File: config.mk
export PLATFORM = sky130hd
export DESIGN_NAME = fetch_queue
export DESIGN_NICKNAME = d
export VERILOG_FILES = /design/src/rtl/fetch_queue.sv
export SDC_FILE = /design/constraint.sdc
export NUM_CORES = 1
export LEC_CHECK = 0
export CORE_MARGIN = 2
export CORE_UTILIZATION = 30
export CTS_BUF_LIST = sky130_fd_sc_hd__clkbuf_4 sky130_fd_sc_hd__clkbuf_8
export CTS_CLUSTER_DIAMETER = 40
export DETAILED_ROUTE_END_ITERATION = 8
export HOLD_SLACK_MARGIN = 0.03
export PLACE_DENSITY = 0.51
export SYNTH_ARGS = -nofsm -noshare
export SYNTH_HDL_FRONTEND = slang
export SYNTH_SLANG_ARGS = --single-unit
export TNS_END_PERCENT = 10
File: constraint.sdc
create_clock -name clk -period 5.6 [get_ports clk]
set_input_delay 0.84 -clock clk [delete_from_list [all_inputs] [get_ports clk]]
set_output_delay 0.84 -clock clk [all_outputs]
set_load 0.05 [all_outputs]
File: src/rtl/fetch_queue.sv
// fetch_queue: instruction fetch stage with a small prefetch queue.
// Issues sequential word fetches and tags each memory response with the PC
// it was issued for. Responses go into a DEPTH-entry FIFO that feeds the
// consumer. A jump redirects the PC and flushes the FIFO.
// Optional build macro FETCH_PERF_CNT_EN adds the perf_fetched and
// perf_flushes counters.
module fetch_queue #(
    parameter int          ADDR_W     = 14,
    parameter int          DATA_W     = 32,
    parameter int          DEPTH      = 4,
    parameter logic [31:0] RESET_ADDR = 32'd0
) (
    input  logic                         clk,
    input  logic                         rst,
    input  logic                         en,
    input  logic                         stop,
    input  logic                         jump,
    input  logic [31:0]                  newFetchAddr,
    output logic [ADDR_W-1:0]            fetchaddr,
    output logic                         fetch_req,
    input  logic [DATA_W-1:0]            data,
    output logic [DATA_W-1:0]            opcode,
    output logic [31:0]                  curropcodePC,
    output logic                         op_valid,
    input  logic                         op_ready,
    output logic [$clog2(DEPTH+1)-1:0]   queue_count
`ifdef FETCH_PERF_CNT_EN
    ,
    output logic [31:0]                  perf_fetched,
    output logic [31:0]                  perf_flushes
`endif
);

    localparam int CW = $clog2(DEPTH + 1);
    localparam int PW = $clog2(DEPTH);
    localparam logic [CW:0] DEPTH_C = (CW + 1)'(DEPTH);

    logic [ADDR_W-1:0] pc;
    logic [ADDR_W-1:0] tag;
    logic              inflight;
    logic [PW-1:0]     wr_ptr;
    logic [PW-1:0]     rd_ptr;
    logic [CW-1:0]     count;
    logic [CW:0]       occupancy;
    logic              push;
    logic              pop;

    logic [ADDR_W-1:0] tag_mem  [DEPTH];
    logic [DATA_W-1:0] data_mem [DEPTH];

    // Only the low ADDR_W bits of the redirect target form the PC.
    if (ADDR_W < 32) begin : g_addr_hi
        logic unused_addr_hi;
        assign unused_addr_hi = ^newFetchAddr[31:ADDR_W];
    end

    // Queue entries plus the pending response must leave room for one more.
    assign occupancy   = {1'b0, count} + {{CW{1'b0}}, inflight};
    assign fetch_req   = en & ~stop & ~jump & (occupancy < DEPTH_C);
    assign push        = en & inflight & ~jump;
    assign op_valid    = (count != '0);
    assign pop         = en & op_valid & op_ready;
    assign fetchaddr   = pc;
    assign queue_count = count;

    // Head presentation, zeroed while the queue is empty.
    always_comb begin
        opcode       = '0;
        curropcodePC = '0;
        if (op_valid) begin
            opcode       = data_mem[rd_ptr];
            curropcodePC = 32'(tag_mem[rd_ptr]);
        end
    end

    // FIFO storage: capture the tagged memory response at the tail.
    always_ff @(posedge clk) begin
        if (push) begin
            tag_mem[wr_ptr]  <= tag;
            data_mem[wr_ptr] <= data;
        end
    end

    // PC, in-flight tracking and queue bookkeeping; jump flushes everything.
    always_ff @(posedge clk) begin
        if (rst) begin
            pc       <= ADDR_W'(RESET_ADDR);
            tag      <= '0;
            inflight <= 1'b0;
            wr_ptr   <= '0;
            rd_ptr   <= '0;
            count    <= '0;
        end else if (en) begin
            if (jump) begin
                pc       <= newFetchAddr[ADDR_W-1:0];
                inflight <= 1'b0;
                wr_ptr   <= '0;
                rd_ptr   <= '0;
                count    <= '0;
            end else begin
                // A response lands every cycle after a request, so the
                // pending flag simply follows this cycle's request.
                inflight <= fetch_req;
                if (fetch_req) begin
                    pc  <= pc + ADDR_W'(1);
                    tag <= pc;
                end
                if (push) wr_ptr <= wr_ptr + PW'(1);
                if (pop)  rd_ptr <= rd_ptr + PW'(1);
                if (push && !pop)
                    count <= count + CW'(1);
                else if (pop && !push)
                    count <= count - CW'(1);
            end
        end
    end

`ifdef FETCH_PERF_CNT_EN
    // Performance counters: consumed opcodes and enabled jump cycles.
    always_ff @(posedge clk) begin
        if (rst) begin
            perf_fetched <= '0;
            perf_flushes <= '0;
        end else if (en) begin
            if (pop)  perf_fetched <= perf_fetched + 32'd1;
            if (jump) perf_flushes <= perf_flushes + 32'd1;
        end
    end
`endif

endmodule
==> flow_metrics.py, run 1 <==
metrics = {
    "synth": {
        "yosysTopAreaCellShare_pct": 61.05,
        "yosys_warnings": 0,
        "synthMuxAreaShare_pct": 11.89,
        "yosys_most_used_dff": "edfxtp_1",
        "ys_types": 53,
        "synth_simple_gate_area_share_pct": 8.584,
        "synth_top_area_cell": "edfxtp_1",
        "avgSynthCellArea_um2": 16.16,
        "yosysMostFrequentCell": "edfxtp_1",
        "synth_compound_area_share_pct": 5.543,
        "synth_seq_area_share_pct": 69.45,
        "syn_area_mm2": 0.009051,
        "synth_top_family_by_area": "multiplexers",
        "yosys-top-cells-area": "edfxtp_1, mux4_2, dfxtp_1, and2_1, nand2_1",
        "synth_fa_ha_area_share_pct": 0.9124,
        "synth_edf_count": 184,
        "ys_ff_latch": 222,
        "synth_xor_area_share_pct": 0.1935,
        "syn_inst": 560,
        "synth_common_cells": "edfxtp_1, and2_1, mux4_2, nand2_1, dfxtp_1",
        "async_flop_share_pct": 0,
    },
    "timing": {
        "skew_ns": 0.02870,
        "rsz0062_at_grt": "false",
        "slew-limit-headroom_pct": 26.10,
        "min_period_over_period_pct": 75.74,
        "period_minus_slack_ns": 4.242,
        "hold_violations": 0,
        "finalSetupTns_ns": 0,
        "worstMarginPinSlew_ns": 1.097,
        "setup_viol": 0,
        "maxSlewViolCount": 0,
        "max_freq_mhz": 235.8,
    },
    "global_routing": {
        "track_usage_pct": 12.50,
        "gr-total-overflow": 0,
        "grt_pass1_vias": 5455,
        "grt_max_degree": 47,
        "grt_pass1_wl_mm": 30.30,
        "antenna_found_initial": 0,
    },
    "critical_path": {
        "path_class": "in2out",
        "end_kind": "output port",
        "crit_start": "en",
        "rr_startpoint": "inflight",
        "rr_worst_depth": 4,
        "required_ns": 4.76,
        "cp_max_fo": 23,
        "cp_data_arrival_time_ns": 3.40,
        "worstSetupStartpointType": "input port",
    },
    "clocking": {
        "cts_buffer_depth": 3,
        "clock_latency_ns": 0.53,
        "cts_root_buffer": "clkbuf_8",
        "ctsHoldBuffers": 0,
        "clock_sinks": 222,
        "cts-htree-levels": 2,
        "cts-resized-gates": 0,
        "cts_inserted_buffers": 40,
        "clk_pin_slew_ns": 0.05,
        "tritoncts": "yes",
        "cts_setup_buffers": 0,
    },
    "drt": {
        "dr_total_vias": 5232,
        "antenna_left": 0,
        "remaining_drc_errors": 0,
        "drt-pass1-iter-count": 4,
        "dr.first_iter.drc_count": 314,
        "viasPerCell": 4.680,
        "wirelength_mm": 19.63,
        "routedWlPerCell_um": 17.56,
    },
    "pwr": {
        "ir_worst_vdd_uv": 153.4,
        "p_total_mw": 3.627,
        "p_per_area_mw_per_mm2": 316.6,
        "leakagePower_nw": 3.712,
    },
    "floorplan": {
        "dieArea_mm2": 0.03158,
        "coreArea_mm2": 0.02964,
        "initial_utilization_pct": 30.54,
        "rows": 63,
        "num_io_pins": 153,
        "die_h_um": 177.7,
        "die_w_um": 177.7,
    },
    "final_layout": {
        "multi_input_area_mm2": 0.002529,
        "fillers": 2791,
        "regArea_mm2": 0.006291,
        "final_nets": 772,
        "syn2layout_area_growth_pct": 26.57,
        "layout-drive-gt1-share_pct": 18.98,
    },
    "flow_run": {
        "cap_violations": 0,
    },
    "place": {
        "routabilityCongestion": 0.7263,
        "io_buffers": 116,
        "hpwlAfterDp_mm": 11.92,
    },
    "min_path": {
        "hold_path_startpoint": "rd_ptr[1]",
        "hold_depth": 1,
        "hold_path.class": "reg2reg",
    },
    "outcome": {
        "status": "finished clean",
    },
}
## registers in the layout, summed over array words and instances (netlist names), named ones only
register,count
rd_ptr,2
queue_count,3
tag_mem,56
fetchaddr,14
data_mem,128
tag,14
wr_ptr,2
inflight,1
## worst max-delay path, cell delays in order
cell and delay, ns:
clkdlybuf4s50_1 0.45, buf_4 0.25, nor2b_1 0.16, buf_4 0.16
nand2_2 0.21, inv_1 0.41, clkdlybuf4s50_1 0.91
## power by group
group / switching (mW) / internal, mW / leakage (nW) / total, mW
Sequential: 0.0183 / 1.79 / 2.02 / 1.81
Combinational: 0.153 / 0.0885 / 1.26 / 0.241
Clock: 0.640 / 0.935 / 0.436 / 1.58
Total: 0.811 / 2.82 / 3.71 / 3.63
## worst paths after layout
check	end	slack, ns
setup reg to reg	fetchaddr[3]	3.26
setup / recovery	fetch_req	1.36
hold reg to reg	register	0.48
hold / removal	register	0.48
## through the flow
| stage | setup WS (ns) | cell area, um^2 | hold WS [ns] | util [%] | instances |
|---|---|---|---|---|---|
| finish | 1.358 | 11460 | 0.4801 | 38.65 | 1118 |
| global placement | 1.372 | 10600 | 0.4683 | 35.78 | 1044 |
| global route | 1.159 | 11450 | 0.5265 | 38.64 | 1117 |
| detailed placement | 1.332 | 10600 | 0.4693 | 35.78 | 1044 |
| CTS | 1.324 | 11450 | 0.4767 | 38.64 | 1117 |
| floorplan | 2.441 | 9115 | 0.4410 | - | 577 |
## logic make-up (layout without fill, tap and decap cells)
| kind of cell | after synthesis | count (layout) |
|---|---|---|
| multiplexers | 50 | 50 |
| XOR/XNOR | 2 | 2 |
| other | 1 | 19 |
| AO/OA/AOI/OAI | 74 | 74 |
| AND/OR/NAND/NOR | 144 | 144 |
| adder cells (fa/ha/maj) | 6 | 6 |
| buffers and inverters | 61 | 211 |
| flip-flops | 222 | 222 |
## layout by cell type (no fill, tap or decap), types with 8 or more instances in the layout
master,n
nor2_1,13
clkbuf_8,44
a31oi_1,10
mux4_2,46
inv_1,8
edfxtp_1,184
buf_4,14
clkbuf_4,11
clkinv_1,9
o21ai_0,10
a21oi_1,26
dfxtp_1,36
clkdlybuf4s50_1,116
and2_1,46
nand2_1,40
conb_1,18
## layer usage
metal / part of all wire, % / track usage (%) / up-vias
met5: 0 / 0 / -
met4: 1.6 / 3.689 / 0
met3: 5.6 / 2.956 / 31
met2: 47 / 20.12 / 189
met1: 46 / 16.81 / 2601
li1: - / - / 2411
## final cells by class
type,instances,share of cell area [%]
Multi-Input combinational cell,294,22.07
Clock buffer,55,6.007
Timing Repair Buffer,130,11.05
Tap cell,390,4.259
Clock inverter,18,1.409
Sequential cell,222,54.91
Antenna cell,1,0.02184
Inverter,8,0.2621
Power figures use the tool's default switching activity.
==> inputs of run 2 (changes only) <==
--- a/config.mk
+++ b/config.mk
@@ -11,7 +11,7 @@
 export CTS_CLUSTER_DIAMETER = 40
 export DETAILED_ROUTE_END_ITERATION = 8
 export HOLD_SLACK_MARGIN = 0.03
-export PLACE_DENSITY = 0.51
+export PLACE_DENSITY = 0.53
 export SYNTH_ARGS = -nofsm -noshare
 export SYNTH_HDL_FRONTEND = slang
 export SYNTH_SLANG_ARGS = --single-unit
==> constraint.sdc (replaced) <==
create_clock -name clk -period 3.6 [get_ports clk]
set_input_delay 0.54 -clock clk [delete_from_list [all_inputs] [get_ports clk]]
set_output_delay 0.54 -clock clk [all_outputs]
set_load 0.05 [all_outputs]
==> run 2 against run 1 <==
  * Largest power group unchanged
  * Critical path type is now reg2out
  * Routed wire length shrank 0.99%
  * Largest cell class unchanged
  * Clock skew is 0.0011 ns lower
  * Cell area grew 0.36%
  * Non-clock buffer count decreased by 2
  * Via count rose by 0.34%
  * Flip-flop and latch count did not move
  * Register-to-register slack worse by 2.2 ns
==> flow_metrics.py, run 2 (synthesis results as in run 1) <==
metrics = {
    "outcome": {
        "status": "finished clean",
    },
    "final_layout": {
        "postLayoutCellArea_mm2": 0.01150,
        "final_nets": 771,
        "diodes": 0,
        "largest_reg_flops": 128,
        "utilization_pct": 38.79,
        "final_common_cell": "edfxtp_1",
        "top_register": "data_mem",
        "layout_common_cells": "edfxtp_1, clkdlybuf4s50_1, mux4_2, and2_1, clkbuf_8",
        "top_regs": "data_mem: 128 flops, tag_mem: 56 flops",
        "layout-drive-gt1-share_pct": 18.70,
        "syn2layout_area_growth_pct": 27.03,
    },
    "place": {
        "io_buffers": 116,
        "dpl-instance-area_mm2": 0.01067,
        "routabilityCongestion": 0.7250,
        "hpwlAfterDp_mm": 11.71,
    },
    "clocking": {
        "clk_pin_slew_ns": 0.05,
        "cts_root_buffer": "clkbuf_8",
        "cts_inserted_buffers": 41,
        "cts-htree-levels": 2,
        "clock_latency_ns": 0.52,
        "ctsHoldBuffers": 0,
        "cts_buffer_depth": 3,
        "clock_sinks": 222,
        "cts_setup_buffers": 0,
        "tritoncts": "yes",
    },
    "min_path": {
        "hold_path_startpoint": "tag[9]",
        "hold_depth": 2,
        "hold_path.class": "reg2reg",
        "min_to": "tag[9]",
    },
    "drt": {
        "routedWlPerCell_um": 17.48,
        "dr.first_iter.drc_count": 357,
        "dr_total_vias": 5250,
        "wirelength_mm": 19.43,
        "viasPerCell": 4.721,
        "drt-pass1-iter-count": 5,
        "remaining_drc_errors": 0,
        "antenna_left": 0,
    },
    "timing": {
        "slew-limit-headroom_pct": 28.10,
        "maxSlewViolCount": 0,
        "skew_ns": 0.02760,
        "max_freq_mhz": 298.0,
        "rsz0062_at_grt": "false",
        "setup_viol": 0,
        "hold_violations": 0,
        "finalSetupTns_ns": 0,
        "worstMarginPinSlew_ns": 1.067,
        "holdWs_ns": 0.5017,
        "period_minus_slack_ns": 3.355,
        "min_period_over_period_pct": 93.21,
    },
    "critical_path": {
        "path_delay_family": "buffers and inverters",
        "slowest_stage": "clkdlybuf4s50_1",
        "worstSetupStartpointType": "register",
        "worstReg2RegEnd": "queue_count[2]",
        "crit_chain": "buf_4 -> mux4_2 -> and2_1 -> clkdlybuf4s50_1",
        "crit_buf_inv": 2,
        "cp_data_arrival_time_ns": 2.82,
        "path_class": "reg2out",
        "cp_max_fo": 16,
        "end_kind": "output port",
        "rr_startpoint": "queue_count[2]",
        "required_ns": 3.06,
        "cpPeakStageDelay_ns": 0.70,
        "rr_worst_depth": 7,
        "rrSetupSlack_ns": 1.05,
    },
    "flow_run": {
        "cap_violations": 0,
    },
    "global_routing": {
        "gr-total-overflow": 0,
        "grt_pass1_vias": 5417,
        "grt_pass1_wl_mm": 29.98,
        "antenna_found_initial": 0,
        "grt_max_degree": 52,
        "track_usage_pct": 12.30,
    },
    "floorplan": {
        "dieArea_mm2": 0.03158,
        "rows": 63,
        "initial_utilization_pct": 30.54,
        "coreArea_mm2": 0.02964,
        "num_io_pins": 153,
        "die_h_um": 177.7,
        "die_w_um": 177.7,
    },
    "pwr": {
        "ir_worst_vdd_uv": 196.6,
        "leakagePower_nw": 3.707,
        "p_total_mw": 5.564,
        "p_per_area_mw_per_mm2": 483.9,
    },
}
## run 2: power by group
| group | total (mW) | switching, mW | internal [mW] |
|---|---|---|---|
| logic | 0.375 | 0.236 | 0.139 |
| clock network | 2.37 | 0.989 | 1.38 |
| registers | 2.82 | 0.0265 | 2.79 |
## run 2: area by class of cell
cell class | count | area [um^2]
multi-input combinational | 294 | 2532
inverter | 8 | 30.03
timing repair buffer | 128 | 1336
sequential | 222 | 6291
clock inverter | 16 | 132.6
tap | 390 | 488.0
clock buffer | 54 | 686.9
fill | 2801 | 18140
## run 2: how the worst max path moves through the flow
| stage | start | endpoint | slack, ns | cells past startpoint |
|---|---|---|---|---|
| 2_1_floorplan | queue_count[2] | queue_count[2] | 0.54 | 10 |
| 3_3_place_gp | queue_count[2] | opcode[25] | 0.58 | 3 |
| 3_5_place_dp | queue_count[2] | opcode[25] | 0.51 | 3 |
| 4_1_cts | register | opcode[7] | 0.14 | 4 |
| 5_1_grt | register | opcode[7] | 0.04 | 4 |
| 6_report | register | opcode[7] | 0.24 | 4 |
## run 2: layer usage
layer  vias up  wire, um  GRT usage (%)
met3        43      1497          3.106
met4         0       331          3.484
met1      2575      8806          16.82
met2       227      8798          19.41
met5         -         0              0
li1       2405         -              -
## run 2: repair_timing
item | CTS | global route
endpoints found under the setup margin | 40 | 0
hold endpoints to repair | 0 | 0
gates resized for setup | 1 | 0
## run 2: stage by stage
step | instances | setup slack, ns
after detailed placement | 1042 | 0.5054
after CTS | 1112 | 0.1362
after global routing | 1112 | 0.04455
after floorplan | 577 | 0.5439
after global placement | 1042 | 0.5777
final | 1112 | 0.2446
## run 2: worst min-delay path, delay by kind of cell (launching register included)
family | cells | cell delay [ns]
and+or+nand+nor | 1 | 0.07
DFF | 1 | 0.33
AOI/OAI and AO/OA | 1 | 0.05
